**src/rtl/mipi_dphy_tx_pkg.sv**
```systemverilog
// Shared types and constants for the D-PHY HS transmit lane sequencer.
package mipi_dphy_tx_pkg;

    typedef enum logic [2:0] {
        ST_IDLE,
        ST_LPX,
        ST_PREP,
        ST_HS_ZERO,
        ST_SYNC,
        ST_DATA,
        ST_TRAIL,
        ST_EXIT
    } tx_state_t;

    localparam logic [7:0] SYNC_BYTE = 8'hB8;

    // LP line codes as {LP_Dp, LP_Dn}
    localparam logic [1:0] LP11 = 2'b11;
    localparam logic [1:0] LP01 = 2'b01;
    localparam logic [1:0] LP00 = 2'b00;

    localparam int unsigned BYTE_CNT_W = 16;

endpackage

```
**src/rtl/hs_tx_byte_shifter.sv**
```systemverilog
// Byte holding register with 2-bit pair index; exposes the pair to be driven next cycle.
module hs_tx_byte_shifter (
    input  logic       clk,
    input  logic       rst,
    input  logic       load,
    input  logic [7:0] load_data,
    input  logic       advance,
    output logic       pair_b1_nxt,
    output logic       pair_b2_nxt,
    output logic       last_pair_nxt,
    output logic       last_pair,
    output logic       last_bit
);

    logic [7:0] data_q;
    logic [7:0] data_d;
    logic [1:0] idx_q;
    logic [1:0] idx_d;

    always_comb begin
        data_d = data_q;
        idx_d  = idx_q;
        if (load) begin
            data_d = load_data;
            idx_d  = 2'd0;
        end else if (advance) begin
            idx_d = idx_q + 2'd1;
        end
    end

    always_ff @(posedge clk) begin
        if (rst) begin
            data_q <= 8'd0;
            idx_q  <= 2'd0;
        end else begin
            data_q <= data_d;
            idx_q  <= idx_d;
        end
    end

    assign pair_b1_nxt   = data_d[{idx_d, 1'b0}];
    assign pair_b2_nxt   = data_d[{idx_d, 1'b1}];
    assign last_pair_nxt = (idx_d == 2'd3);
    assign last_pair     = (idx_q == 2'd3);
    // B2 of the pair currently on the wire
    assign last_bit      = data_q[{idx_q, 1'b1}];

endmodule

```
**src/rtl/hs_tx_lane_sequencer.sv**
```systemverilog
// D-PHY HS transmit lane sequencer: LP entry, HS-zero, sync, payload, trail, LP exit.
// Optional HS_TX_SEQ_BYTECNT_EN adds a saturating per-burst Byte_count output.
module hs_tx_lane_sequencer
    import mipi_dphy_tx_pkg::*;
#(
    parameter int unsigned CNT_W        = 8,
    parameter int unsigned T_LPX        = 2,
    parameter int unsigned T_HS_PREPARE = 3,
    parameter int unsigned T_HS_ZERO    = 4,
    parameter int unsigned T_HS_TRAIL   = 3,
    parameter int unsigned T_HS_EXIT    = 2
) (
    input  logic       TX_DDR_clk,
    input  logic       TX_rst,
    input  logic       TX_req_HS,
    input  logic [7:0] TX_data,
    input  logic       TX_valid,
    output logic       TX_ready,
    output logic       Enable,
    output logic       Serial_B1,
    output logic       Serial_B2,
    output logic       LP_Dp,
    output logic       LP_Dn,
    output logic       HS_active
`ifdef HS_TX_SEQ_BYTECNT_EN
    ,
    output logic [BYTE_CNT_W-1:0] Byte_count
`endif
);

    tx_state_t        state_q;
    tx_state_t        state_d;
    logic [CNT_W-1:0] cnt_q;
    logic [CNT_W-1:0] cnt_d;

    logic       sh_load;
    logic [7:0] sh_data;
    logic       sh_adv;
    logic       pair_b1_nxt;
    logic       pair_b2_nxt;
    logic       last_pair_nxt;
    logic       last_pair;
    logic       last_bit;

    logic       enable_d;
    logic       b1_d;
    logic       b2_d;
    logic [1:0] lp_d;
    logic       ready_d;

    hs_tx_byte_shifter u_shifter (
        .clk           (TX_DDR_clk),
        .rst           (TX_rst),
        .load          (sh_load),
        .load_data     (sh_data),
        .advance       (sh_adv),
        .pair_b1_nxt   (pair_b1_nxt),
        .pair_b2_nxt   (pair_b2_nxt),
        .last_pair_nxt (last_pair_nxt),
        .last_pair     (last_pair),
        .last_bit      (last_bit)
    );

    // Next state plus the output values that go with it, so every output is a flop
    always_comb begin
        state_d = state_q;
        cnt_d   = cnt_q;
        sh_load = 1'b0;
        sh_data = SYNC_BYTE;
        sh_adv  = 1'b0;

        unique case (state_q)
            ST_IDLE: begin
                if (TX_req_HS) begin
                    state_d = ST_LPX;
                    cnt_d   = CNT_W'(T_LPX - 1);
                end
            end
            ST_LPX: begin
                if (cnt_q == '0) begin
                    state_d = ST_PREP;
                    cnt_d   = CNT_W'(T_HS_PREPARE - 1);
                end else begin
                    cnt_d = cnt_q - CNT_W'(1);
                end
            end
            ST_PREP: begin
                if (cnt_q == '0) begin
                    state_d = ST_HS_ZERO;
                    cnt_d   = CNT_W'(T_HS_ZERO - 1);
                end else begin
                    cnt_d = cnt_q - CNT_W'(1);
                end
            end
            ST_HS_ZERO: begin
                if (cnt_q == '0) begin
                    state_d = ST_SYNC;
                    sh_load = 1'b1;
                    sh_data = SYNC_BYTE;
                end else begin
                    cnt_d = cnt_q - CNT_W'(1);
                end
            end
            ST_SYNC, ST_DATA: begin
                // Byte boundary: a missing byte ends the burst
                if (last_pair) begin
                    if (TX_valid) begin
                        state_d = ST_DATA;
                        sh_load = 1'b1;
                        sh_data = TX_data;
                    end else begin
                        state_d = ST_TRAIL;
                        cnt_d   = CNT_W'(T_HS_TRAIL - 1);
                    end
                end else begin
                    sh_adv = 1'b1;
                end
            end
            ST_TRAIL: begin
                if (cnt_q == '0) begin
                    state_d = ST_EXIT;
                    cnt_d   = CNT_W'(T_HS_EXIT - 1);
                end else begin
                    cnt_d = cnt_q - CNT_W'(1);
                end
            end
            ST_EXIT: begin
                if (cnt_q == '0) begin
                    state_d = ST_IDLE;
                end else begin
                    cnt_d = cnt_q - CNT_W'(1);
                end
            end
            default: begin
                state_d = ST_IDLE;
                cnt_d   = '0;
            end
        endcase

        enable_d = (state_d == ST_HS_ZERO) || (state_d == ST_SYNC) ||
                   (state_d == ST_DATA)    || (state_d == ST_TRAIL);
        ready_d  = ((state_d == ST_SYNC) || (state_d == ST_DATA)) && last_pair_nxt;

        b1_d = 1'b0;
        b2_d = 1'b0;
        if ((state_d == ST_SYNC) || (state_d == ST_DATA)) begin
            b1_d = pair_b1_nxt;
            b2_d = pair_b2_nxt;
        end else if (state_d == ST_TRAIL) begin
            b1_d = ~last_bit;
            b2_d = ~last_bit;
        end

        if ((state_d == ST_IDLE) || (state_d == ST_EXIT)) begin
            lp_d = LP11;
        end else if (state_d == ST_LPX) begin
            lp_d = LP01;
        end else begin
            lp_d = LP00;
        end
    end

    always_ff @(posedge TX_DDR_clk) begin
        if (TX_rst) begin
            state_q   <= ST_IDLE;
            cnt_q     <= '0;
            TX_ready  <= 1'b0;
            Enable    <= 1'b0;
            HS_active <= 1'b0;
            Serial_B1 <= 1'b0;
            Serial_B2 <= 1'b0;
            LP_Dp     <= 1'b1;
            LP_Dn     <= 1'b1;
        end else begin
            state_q   <= state_d;
            cnt_q     <= cnt_d;
            TX_ready  <= ready_d;
            Enable    <= enable_d;
            HS_active <= enable_d;
            Serial_B1 <= b1_d;
            Serial_B2 <= b2_d;
            LP_Dp     <= lp_d[1];
            LP_Dn     <= lp_d[0];
        end
    end

`ifdef HS_TX_SEQ_BYTECNT_EN
    logic                  byte_accept;
    logic [BYTE_CNT_W-1:0] byte_cnt_q;

    assign byte_accept = ((state_q == ST_SYNC) || (state_q == ST_DATA)) && last_pair && TX_valid;

    // Cleared on SYNC entry, saturating, held after the burst
    always_ff @(posedge TX_DDR_clk) begin
        if (TX_rst) begin
            byte_cnt_q <= '0;
        end else if ((state_d == ST_SYNC) && (state_q != ST_SYNC)) begin
            byte_cnt_q <= '0;
        end else if (byte_accept && (byte_cnt_q != {BYTE_CNT_W{1'b1}})) begin
            byte_cnt_q <= byte_cnt_q + BYTE_CNT_W'(1);
        end
    end

    assign Byte_count = byte_cnt_q;
`endif

endmodule

```
**config.mk**
```make
export PLATFORM = sky130hd
export DESIGN_NAME = hs_tx_lane_sequencer
export DESIGN_NICKNAME = d
export VERILOG_FILES = /design/src/rtl/mipi_dphy_tx_pkg.sv /design/src/rtl/hs_tx_byte_shifter.sv /design/src/rtl/hs_tx_lane_sequencer.sv
export SDC_FILE = /design/constraint.sdc
export NUM_CORES = 1
export LEC_CHECK = 0
export CAP_MARGIN = 15
export CORE_UTILIZATION = 40
export CTS_CLUSTER_DIAMETER = 40
export DETAILED_ROUTE_END_ITERATION = 8
export PLACE_DENSITY = 0.65
export SYNTH_ARGS = -nofsm -noshare
export SYNTH_HDL_FRONTEND = slang
export SYNTH_SLANG_ARGS = --single-unit
```
**constraint.sdc**
```tcl
create_clock -name TX_DDR_clk -period 2.1 [get_ports TX_DDR_clk]
set_input_delay 0.21 -clock TX_DDR_clk [delete_from_list [all_inputs] [get_ports TX_DDR_clk]]
set_output_delay 0.21 -clock TX_DDR_clk [all_outputs]
set_load 0.03 [all_outputs]
```
# Word level (Yosys, flattened, before mapping)
# Index checks and enable logic that the tools add are counted.
[totals] regBits=27 in_bits=12 output_inout_bits=7 elab_cells=87
[op_classes] add_sub_neg=2 order_cmp=3 n_eq_ne=19 muxes=39 n_bitwise=1 reduce_logical=13
[op_table] operator="$mux 8" n=11
[op_table] operator="$pmux 8 s6" n=1
[op_table] operator="$eq 3x3->1 const B" n=8
[op_table] operator="$mux 3" n=7
[op_table] operator="$pmux 3 s7" n=1
[op_table] operator="$lt 3x4->1 const B" n=3
[op_table] operator="$mux 1" n=12
[op_table] operator="$eq 3x2->1 const B" n=3
[op_table] operator="$logic_not 8->1" n=1
[op_table] operator="$ne 2x2->1 const B" n=4
[op_table] operator="$sub 8x1->8 const B" n=1
[op_table] operator="$bmux 1 s2" n=3
[op_table] operator="$eq 3x1->1 const B" n=2
[op_table] operator="$logic_not 3->1" n=2
[op_table] operator="$mux 2" n=3
[op_table] operator="$reduce_or 2->1" n=3
[op_table] operator="$logic_or 1x1->1" n=5
[op_table] operator="$eq 2x2->1 const B" n=2
[op_table] operator="$reduce_and 4->1" n=1
[op_table] operator="$add 2x1->2 const B" n=1
[op_table] operator="$pmux 1 s2" n=1
[op_table] operator="$logic_and 1x1->1" n=1
[op_table] operator="$not 1->1" n=1

# Longest topological paths before layout
# Gate-level depths: netlist (run 1).
[depth] word_depth=8 mapped_depth=7 depth_no_buf=7

# By module
# Synthesis (run 1) repeated with hierarchy kept, for this count alone.
[unflattened] hier_cells=187 area_unflattened_um2=1667.8
[modules_own_cells] mod="hs_tx_lane_sequencer" instances=1 cells_per_inst=147 area_each_um2=1189.9 seq_area_each_um2=340.3
[modules_own_cells] mod="hs_tx_byte_shifter" instances=1 cells_per_inst=40 area_each_um2=478.0 seq_area_each_um2=200.2

# Worst setup path before layout (run 1)
# Ideal clock, no wire load.
[synth_timing] path_kind="reg2reg" start="reg cnt_q[0]" end="reg Serial_B1" setup_time_ns=0.095 arrival_time_ns=2.004 t_required_ns=2.005 path_slack_ns=0.001 path_stages_with_launch=8 path_buffers=0 period_less_slack_ns=2.099 cell_sequence="dfxtp_1 -> inv_1 -> ha_1 -> or4bb_1 -> a2111oi_4 -> a21oi_2 -> or4b_4 -> o311ai_1"
[synth_between] elab_chain_len=7 word_cells_on_any_way=19 classes_between="eq/ne: 3; mux: 14; reduce/logical: 2"
[synth_lines] element="start: declaration" line_no="hs_tx_lane_sequencer.sv:33" text="logic [CNT_W-1:0] cnt_q;"
[synth_lines] element="start signal: assignment" line_no="hs_tx_lane_sequencer.sv:176" text="cnt_q <= cnt_d;"
[synth_lines] element="$logic_not 8->1 (*)"
[synth_lines] element="$mux 1" line_no="hs_tx_lane_sequencer.sv:96" text="if (cnt_q == '0) begin"
[synth_lines] element="$pmux 1 s2" line_no="hs_tx_lane_sequencer.sv:72" text="unique case (state_q)"
[synth_lines] element="$mux 8 / $mux 2 (equally long branches)" line_no="hs_tx_byte_shifter.sv:23" text="if (load) begin"
[synth_lines] element="$bmux 1 s2" line_no="hs_tx_byte_shifter.sv:41" text="assign pair_b1_nxt = data_d[{idx_d, 1'b0}];"
[synth_lines] element="$mux 1 (not written as such)" line_no="hs_tx_byte_shifter.sv:41"
[synth_lines] element="$mux 1 (*)" line_no="hs_tx_lane_sequencer.sv:146" text="if ((state_d == ST_SYNC) || (state_d == ST_DATA)) begin"
[synth_lines] element="end signal: assignment" line_no="hs_tx_lane_sequencer.sv:170" text="Serial_B1 <= 1'b0;"
[synth_lines] element="end signal: assignment" line_no="hs_tx_lane_sequencer.sv:180" text="Serial_B1 <= b1_d;"
[synth_lines] element="end: declaration" line_no="hs_tx_lane_sequencer.sv:20" text="output logic Serial_B1,"
# Every way passes the cells marked *; elsewhere a longest branch is shown, timed or not. The select of a mux whose other input is x is not followed.
# A chain may end at the register's enable or synchronous reset.

# Worst setup path after layout (run 1)
[layout_timing] start="reg cnt_q[1]" end="reg Serial_B1"
# Same word-level chain as after synthesis.

==> results of run 1 <==
==> layer usage <==
| layer | up-vias | wire (um) |
|---|---|---|
| met5 | - | 0 |
| met4 | 0 | 49 |
| met3 | 5 | 135 |
| met2 | 41 | 1507 |
| met1 | 630 | 1774 |
| li1 | 696 | - |
==> layout by cell type, fill, tap and decap left out, drive strengths merged, types with 5 or more instances in the layout <==
cell type / Yosys / layout
a21oi: 12 / 12
nor2: 21 / 21
o21ai: 8 / 8
nor3: 5 / 5
buf: 3 / 27
dfxtp: 27 / 27
inv: 6 / 6
clkdlybuf4s50: 0 / 18
nand2: 10 / 10
==> final timing paths <==
path | startpoint | endpoint | slack [ns]
max | cnt_q[1] | Serial_B1 | 0.05
min | TX_rst | state_q[2] | 0.44
max reg2reg | cnt_q[1] | Serial_B1 | 0.05
min reg2reg | u_shifter.data_q[0] | u_shifter.data_q[0] | 0.52
==> power by group through the flow <==
stage / Sequential, mW / Clock (mW) / Combinational [mW]
after floorplan: 0.769 / 0 / 0.867
after global placement: 0.735 / 0 / 1.46
after detailed placement: 0.740 / 0 / 1.48
after CTS: 0.733 / 0.251 / 1.50
after global routing: 0.756 / 0.264 / 1.71
final: 0.741 / 0.238 / 1.57
==> registers in the layout, summed over array words and instances (netlist names) <==
name	count
cnt_q	8
u_shifter.data_q	8
state_q	3
u_shifter.idx_q	2
HS_active	1
LP_Dn	1
LP_Dp	1
Serial_B1	1
Serial_B2	1
TX_ready	1
==> cell families after synthesis <==
group           count (synthesis)
fa+ha+maj                       3
xor+xnor                        6
simple gates                   61
buf+inv                        15
flops                          27
compound gates                 53
mux                             2
==> worst max-delay path, cell delays in order (launching register included) <==
cell and delay, ns:
dfxtp_2 0.35, inv_2 0.07, ha_4 0.13, or4bb_4 0.47
a2111oi_4 0.31, a21oi_2 0.07, or4b_4 0.49, o311ai_1 0.09
==> area by class of cell <==
class                      count  area, um^2  share of cell area
timing repair buffer          45       382.9              0.2032
clock buffer                   3       22.52             0.01195
inverter                       6       22.52             0.01195
multi-input combinational    125       847.1              0.4495
tap                           46       57.56             0.03054
clock inverter                 1       7.507            0.003984
sequential                    27       544.3              0.2888
==> timing repair <==
| item | in CTS | in global routing |
|---|---|---|
| pin swaps | 1 | 4 |
| hold endpoints to repair | 0 | 0 |
| buffers inserted | 0 | 1 |
| endpoints found under the setup margin | 2 | 8 |
| resized for setup | 2 | 10 |
==> results.toml, run 1 <==
[place]
place_worst_setup_slack_ns = -0.07888
dp_cells = 248
dp_hpwl_mm = 2.599
port_buffers = 18
gp_congestion = 0.9014
postPlaceCellArea_mm2 = 0.001818

[worst_setup_path]
startpoint_type = "register"
crit_type = "register to register"
endpoint_kind = "register"
critPathRequiredTime_ns = 2.36
arrival_ns = 2.31
reg2reg_depth = 7
cp_max_fo = 2

[logic_synthesis]
post_synth.cell_area_avg_um2 = 8.571
synth_fp_nets = 182
synth_top_family_by_area = "compound AO/OA/AOI/OAI gates"
synth_edf_count = 0
muxShareOfSynthArea = 0.02273
netlist.area_leader.share = 0.3776
ys_seq_area_frac = 0.3776
synthAdderAreaFrac = 0.02622
async_flop_share = 0
synthCells = 167
synthesis.area_mm2 = 0.001431
ys_warn_count = 0
ys_ff_latch = 27
synth_compound_area_frac = 0.2640
yosysMostFrequentCell = "dfxtp_1"
yosysTopAreaCell = "dfxtp_1"
synth_area_leaders = "dfxtp_1 (38%), nor2_1 (5.5%), a21oi_1 (3.8%)"
synth_commonest_cells = "dfxtp_1 (27), nor2_1 (21), a21oi_1 (11)"
synthXorXnorAreaFrac = 0.03671
ys.flop_type = "dfxtp_1"
ys_types = 48
synth-simple-area-share = 0.2247

[die]
die-area_mm2 = 0.003822
die_h_um = 61.82
core_mm2 = 0.003390
rows = 21
initial_core_util = 0.4223
die_w_um = 61.82
io_pins = 19

[clock_tree]
tritoncts = "built"
cts_buffer_depth = 2
cts_buffers = 3
clk_pin_slew_worst_paths_ns = 0.15
htreeDepth = 1
cts.sinks = 27
cts_hold_buf = 0
clockRootBuffer = "clkbuf_4"
clkLatencyLatePin_ns = 0.34

[route]
wirelength_mm = 3.467
routedWlPerCell_um = 13.70
drc = 0
via_per_inst = 5.423
drtIter0Drc = 73
via_count = 1372
first_pass_iters = 4
ant_nets = 0

[final_layout]
areaGrowthSynthToFinish_pct = 31.64
finalNonFillerCells = 253
fill_cells = 303
drive_gt1_frac = 0.2367
antenna-diode-count = 0
nets = 223
finalInstanceArea_mm2 = 0.001884
fin_util = 0.5559

[grt]
antenna_found_initial = 0
grt_pass1_wl_mm = 5.464
grt_max_degree = 21
gr-usage-met1 = 0.2731
grt_pass1_vias = 1265
track_usage = 0.1957
use_met3 = 0.03520
grt.overflow.total = 0
top_usage_layer = "met2"
met2_usage = 0.2949

[timing]
tightestPinTransition_ns = 0.4305
clock.fmax_mhz = 487.6
grt_setup_unrepaired = "yes"
fin_crit_ns = 2.051
tns_ns = 0
slew_headroom = 0.7110
hold_ws_ns = 0.4450
drv_slew = 0
skew_ns = 0.01045
setup_viol = 0
worst_slack_ns = 0.04912
hold_viol = 0
finalCritPeriodShare = 0.9766

[power]
p_int_mw = 1.506
switching_share = 0.4099
seqPwrFrac = 0.290
combPwrFrac = 0.617
power_switching_mw = 1.046
power_mw = 2.553
power_density_mw_per_mm2 = 1355
p_clk_frac = 0.093
p_leak_nw = 0.7106
max-vdd-ir-drop_uv = 649.7

[outcome]
status = "complete, no violations"

[hold_path]
hold_class = "primary input to register"
hold_depth = 2

[job]
maxCapViolCount = 0
Note: power is estimated with default switching activity, not from simulation.
==> run 2, diff against run 1 <==
--- a/config.mk
+++ b/config.mk
@@ -7,9 +7,10 @@
 export LEC_CHECK = 0
 export CAP_MARGIN = 15
 export CORE_UTILIZATION = 40
-export CTS_CLUSTER_DIAMETER = 40
+export CTS_CLUSTER_DIAMETER = 120
 export DETAILED_ROUTE_END_ITERATION = 8
 export PLACE_DENSITY = 0.65
+export SETUP_SLACK_MARGIN = 0.15
 export SYNTH_ARGS = -nofsm -noshare
 export SYNTH_HDL_FRONTEND = slang
 export SYNTH_SLANG_ARGS = --single-unit
==> run 2 against run 1 <==
Setup slack improved by 0.0039 ns. Hold slack got worse by 0.0095 ns. Die area did not move. Count of clock-buffer cells in the layout did not move.
==> results.toml, run 2 (synthesized netlist as in run 1, its figures left out) <==
[power]
p_leak_nw = 0.6781
power_mw = 2.590
power_density_mw_per_mm2 = 1390
max-vdd-ir-drop_uv = 1002

[route]
wirelength_mm = 3.725
drtIter0Drc = 58
first_pass_iters = 4
drc = 0
ant_nets = 0
routedWlPerCell_um = 15.20
via_per_inst = 5.714
via_count = 1400

[final_layout]
drive_gt1_frac = 0.2563
nets = 215
finalNonFillerCells = 245
finalInstanceArea_mm2 = 0.001863
largestRegisters = "cnt_q x8, u_shifter.data_q x8, state_q x3"
layout_common_cells = "dfxtp_1 (21), nor2_1 (21), buf_4 (19)"
areaGrowthSynthToFinish_pct = 30.16
antenna-diode-count = 0
fin_util = 0.5496

[die]
die_w_um = 61.82
core_mm2 = 0.003390
initial_core_util = 0.4223
io_pins = 19
die-area_mm2 = 0.003822
die_h_um = 61.82
rows = 21

[clock_tree]
cts_buffers = 3
clk_pin_slew_worst_paths_ns = 0.16
clockRootBuffer = "clkbuf_4"
clkLatencyLatePin_ns = 0.34
cts_buffer_depth = 2
cts.sinks = 27
tritoncts = "built"
htreeDepth = 1
cts_hold_buf = 0

[grt]
grt_pass1_wl_mm = 6.127
grt.overflow.total = 0
grt_max_degree = 21
grt_pass1_vias = 1413
track_usage = 0.2160
antenna_found_initial = 0

[timing]
setup_viol = 0
grt_setup_unrepaired = "yes"
clock.fmax_mhz = 488.5
finalCritPeriodShare = 0.9748
tightestPinTransition_ns = 0.4300
tns_ns = 0
hold_viol = 0
drv_slew = 0
fin_crit_ns = 2.047
slew_headroom = 0.7113
hold_ws_ns = 0.4354
skew_ns = 0.007744
worst_slack_ns = 0.05298

[worst_setup_path]
critPathRequiredTime_ns = 2.38
arrival_ns = 2.32
endpoint_kind = "register"
cp_max_fo = 3
startpoint_type = "register"
crit_type = "register to register"

[place]
dp_cells = 234
port_buffers = 18
dp_hpwl_mm = 2.556
place_worst_setup_slack_ns = 0.02637
postPlaceCellArea_mm2 = 0.001720
gp_congestion = 0.8838

[job]
maxCapViolCount = 0

[outcome]
status = "complete, no violations"

[hold_path]
hold_class = "primary input to register"
## run 2: cell types whose count changed in the layout (fill, tap and decap cells not counted), sizes merged
| cell | change |
|---|---|
| buf | -8 |
| clkinv | +1 |
| clkinvlp | -1 |
## run 2: report_power, final
group	total [mW]	internal [mW]	switching (mW)	leakage (nW)
registers	0.810	0.643	0.167	0.222
logic	1.54	0.780	0.759	0.438
clock network	0.241	0.0719	0.169	0.0177
total	2.59	1.49	1.10	0.678
## run 2: layer usage
metal | global-route usage | routed length [um] | vias up | share of wire
met5 | 0 | 0 | - | 0
met3 | 0.04348 | 115 | 11 | 0.031
met2 | 0.3641 | 1832 | 33 | 0.49
met4 | 0.1270 | 106 | 0 | 0.028
li1 | - | - | 680 | -
met1 | 0.2541 | 1669 | 676 | 0.45
## run 2: path summary, 6_finish.rpt
check	startpoint	end	slack, ns	cells past startpoint
max	cnt_q[0]	Serial_B2	0.05	7
min	TX_rst	state_q[2]	0.44	2
max reg2reg	cnt_q[0]	Serial_B2	0.05	7
min reg2reg	u_shifter.idx_q[1]	u_shifter.idx_q[1]	0.50	2
## run 2: area by class of cell
type                       instances  area (um^2)
inverter                           6        22.52
sequential                        27        548.0
timing repair buffer              37        322.8
tap                               46        57.56
clock buffer                       3        22.52
clock inverter                     1        5.005
multi-input combinational        125        884.6
fill                             306         1526
## run 2: critical path, stage by stage (launching register included)
cell       delay (ns)
dfxtp_2          0.36
inv_2            0.07
ha_4             0.14
or4bb_4          0.50
a2111oi_4        0.22
a21oi_2          0.08
or4b_4           0.50
o211ai_1         0.10
## run 2: timing repair
| action | 4_1_cts | 5_1_grt |
|---|---|---|
| endpoints found under the setup margin | 8 | 16 |
| pin swaps | 2 | 0 |
| setup buffers | 6 | 1 |
| resized for setup | 12 | 9 |
==> run 3, diff against run 2 <==
--- a/config.mk
+++ b/config.mk
@@ -7,9 +7,8 @@
 export LEC_CHECK = 0
 export CAP_MARGIN = 15
 export CORE_UTILIZATION = 40
-export CTS_CLUSTER_DIAMETER = 120
 export DETAILED_ROUTE_END_ITERATION = 8
-export PLACE_DENSITY = 0.65
+export PLACE_DENSITY = 0.63
 export SETUP_SLACK_MARGIN = 0.15
 export SYNTH_ARGS = -nofsm -noshare
 export SYNTH_HDL_FRONTEND = slang
==> constraint.sdc (replaced) <==
create_clock -name TX_DDR_clk -period 2.61 [get_ports TX_DDR_clk]
set_input_delay 0.261 -clock TX_DDR_clk [delete_from_list [all_inputs] [get_ports TX_DDR_clk]]
set_output_delay 0.261 -clock TX_DDR_clk [all_outputs]
set_load 0.03 [all_outputs]
==> run 3 against run 2 <==
Wire length is 18% lower. Largest cell class unchanged. Cell count shrank 6.5%. Power decreased by 36%. Critical endpoint is now Serial_B1. Global-route usage down 3.5 points.
==> results.toml, run 3 (synthesized netlist as in run 1, its figures left out) <==
[outcome]
status = "complete, no violations"

[route]
via_count = 1266
drc = 0
drtIter0Drc = 66
via_per_inst = 5.528
first_pass_iters = 5
wirelength_mm = 3.070
ant_nets = 0
routedWlPerCell_um = 13.41

[worst_setup_path]
r2r_slack_ns = 0.35
r2r-start = "cnt_q[0]"
r2r_end = "Serial_B1"
startpoint_type = "register"
endpoint_kind = "register"
crit_type = "register to register"
reg2reg_depth = 7
cp_max_fo = 3
slowest_stage = "or4b_4"
max_stage_delay_ns = 0.54
arrival_ns = 2.52
cp_cell_sequence = "inv_1 -> ha_1 -> or4bb_1 -> a2111oi_4 -> a21oi_2 -> or4b_4 -> o311ai_1"
critPathRequiredTime_ns = 2.87

[clock_tree]
clockRootBuffer = "clkbuf_4"
cts.sinks = 27
clkLatencyLatePin_ns = 0.34
cts-resized-gates = 0
htreeDepth = 1
cts_hold_buf = 0
cts_buffers = 3
cts_buffer_depth = 2
clk_pin_slew_worst_paths_ns = 0.16
tritoncts = "built"
post_cts_buffers = 0

[hold_path]
hold_class = "primary input to register"
hold_depth = 2
hold_start = "TX_rst"
whs_endpoint = "state_q[2]"

[die]
initial_core_util = 0.4223
die_h_um = 61.82
die-area_mm2 = 0.003822
die_w_um = 61.82
core_mm2 = 0.003390
io_pins = 19
rows = 21

[timing]
hold_viol = 0
drv_slew = 0
tns_ns = 0
tightestPinTransition_ns = 0.6080
clock.fmax_mhz = 442.6
fin_crit_ns = 2.259
setup_viol = 0
worst_slack_ns = 0.3508
skew_ns = 0.004217
slew_headroom = 0.5941
finalCritPeriodShare = 0.8656
grt_setup_unrepaired = "no"

[place]
place_worst_setup_slack_ns = 0.3870
postPlaceCellArea_mm2 = 0.001645
dp_hpwl_mm = 2.329
port_buffers = 18
gp_congestion = 0.8523

[grt]
antenna_found_initial = 0
grt_max_degree = 21
grt_pass1_wl_mm = 5.085
track_usage = 0.1812
grt.overflow.total = 0
grt_pass1_vias = 1125

[final_layout]
fill_cells = 316
layout_common_cells = "dfxtp_1 (27), nor2_1 (21), clkdlybuf4s50_1 (18)"
largestRegisters = "cnt_q x8, u_shifter.data_q x8, state_q x3"
antenna-diode-count = 0
nets = 199
fin_util = 0.4943
drive_gt1_frac = 0.08743
areaGrowthSynthToFinish_pct = 17.05
final_common_cell = "dfxtp_1"
finalInstanceArea_mm2 = 0.001675

[power]
p_leak_nw = 0.5897
max-vdd-ir-drop_uv = 347.4
power_density_mw_per_mm2 = 995.0

[job]
maxCapViolCount = 0
[run 3: cell types whose count changed in the layout (fill, tap and decap cells not counted), moves of 2 or more]
cell	before	now
nor4_2	2	0
nor4_1	1	3
inv_2	2	0
dfxtp_2	6	0
dfxtp_1	21	27
inv_1	4	6
ha_1	1	3
buf_4	19	3
o21ai_0	6	8
[run 3: power by group]
part,internal (mW),switching [mW],leakage (nW)
registers,0.511,0.142,0.220
logic,0.373,0.445,0.356
clock network,0.0589,0.137,0.0139
[run 3: metal layers]
| layer | share of wire | routed length [um] | track usage | vias up |
|---|---|---|---|---|
| met5 | 0 | 0 | 0 | - |
| met3 | 0.041 | 125 | 0.03520 | 5 |
| li1 | - | - | - | 648 |
| met4 | 0.018 | 54 | 0.08571 | 0 |
| met2 | 0.43 | 1313 | 0.2627 | 29 |
| met1 | 0.51 | 1577 | 0.2576 | 584 |
[run 3: how the worst max path moves through the flow]
| stage | endpoint | start |
|---|---|---|
| floorplan | Serial_B1 | cnt_q[0] |
| global placement | Serial_B1 | state_q[0] |
| detailed placement | Serial_B1 | cnt_q[0] |
| CTS | Serial_B1 | cnt_q[0] |
| global route | Serial_B1 | cnt_q[0] |
| finish | Serial_B1 | cnt_q[0] |
[run 3: critical path, delay by kind of cell, from the launching register on]
kind / cells / cell delay (ns)
simple gates: 2 / 1.02
compound gates: 3 / 0.52
fa+ha+maj: 1 / 0.18
buf+inv: 1 / 0.09
flops: 1 / 0.35
[run 3: through the flow]
step	std cells	hold slack (ns)	total power [mW]
6_report	229	0.5017	1.667
5_1_grt	229	0.4907	1.797
4_1_cts	229	0.5034	1.665
3_5_place_dp	225	0.4860	1.469
3_3_place_gp	225	0.4699	1.462
2_1_floorplan	167	0.3378	1.316
[run 3: final cells by class]
cell class                 instances  area, um^2  area share
timing repair buffer              21       202.7      0.1210
sequential                        27       540.5      0.3226
inverter                           6       22.52     0.01344
clock buffer                       3       22.52     0.01344
tap                               46       57.56     0.03435
clock inverter                     1       7.507    0.004481
multi-input combinational        125       822.0      0.4907
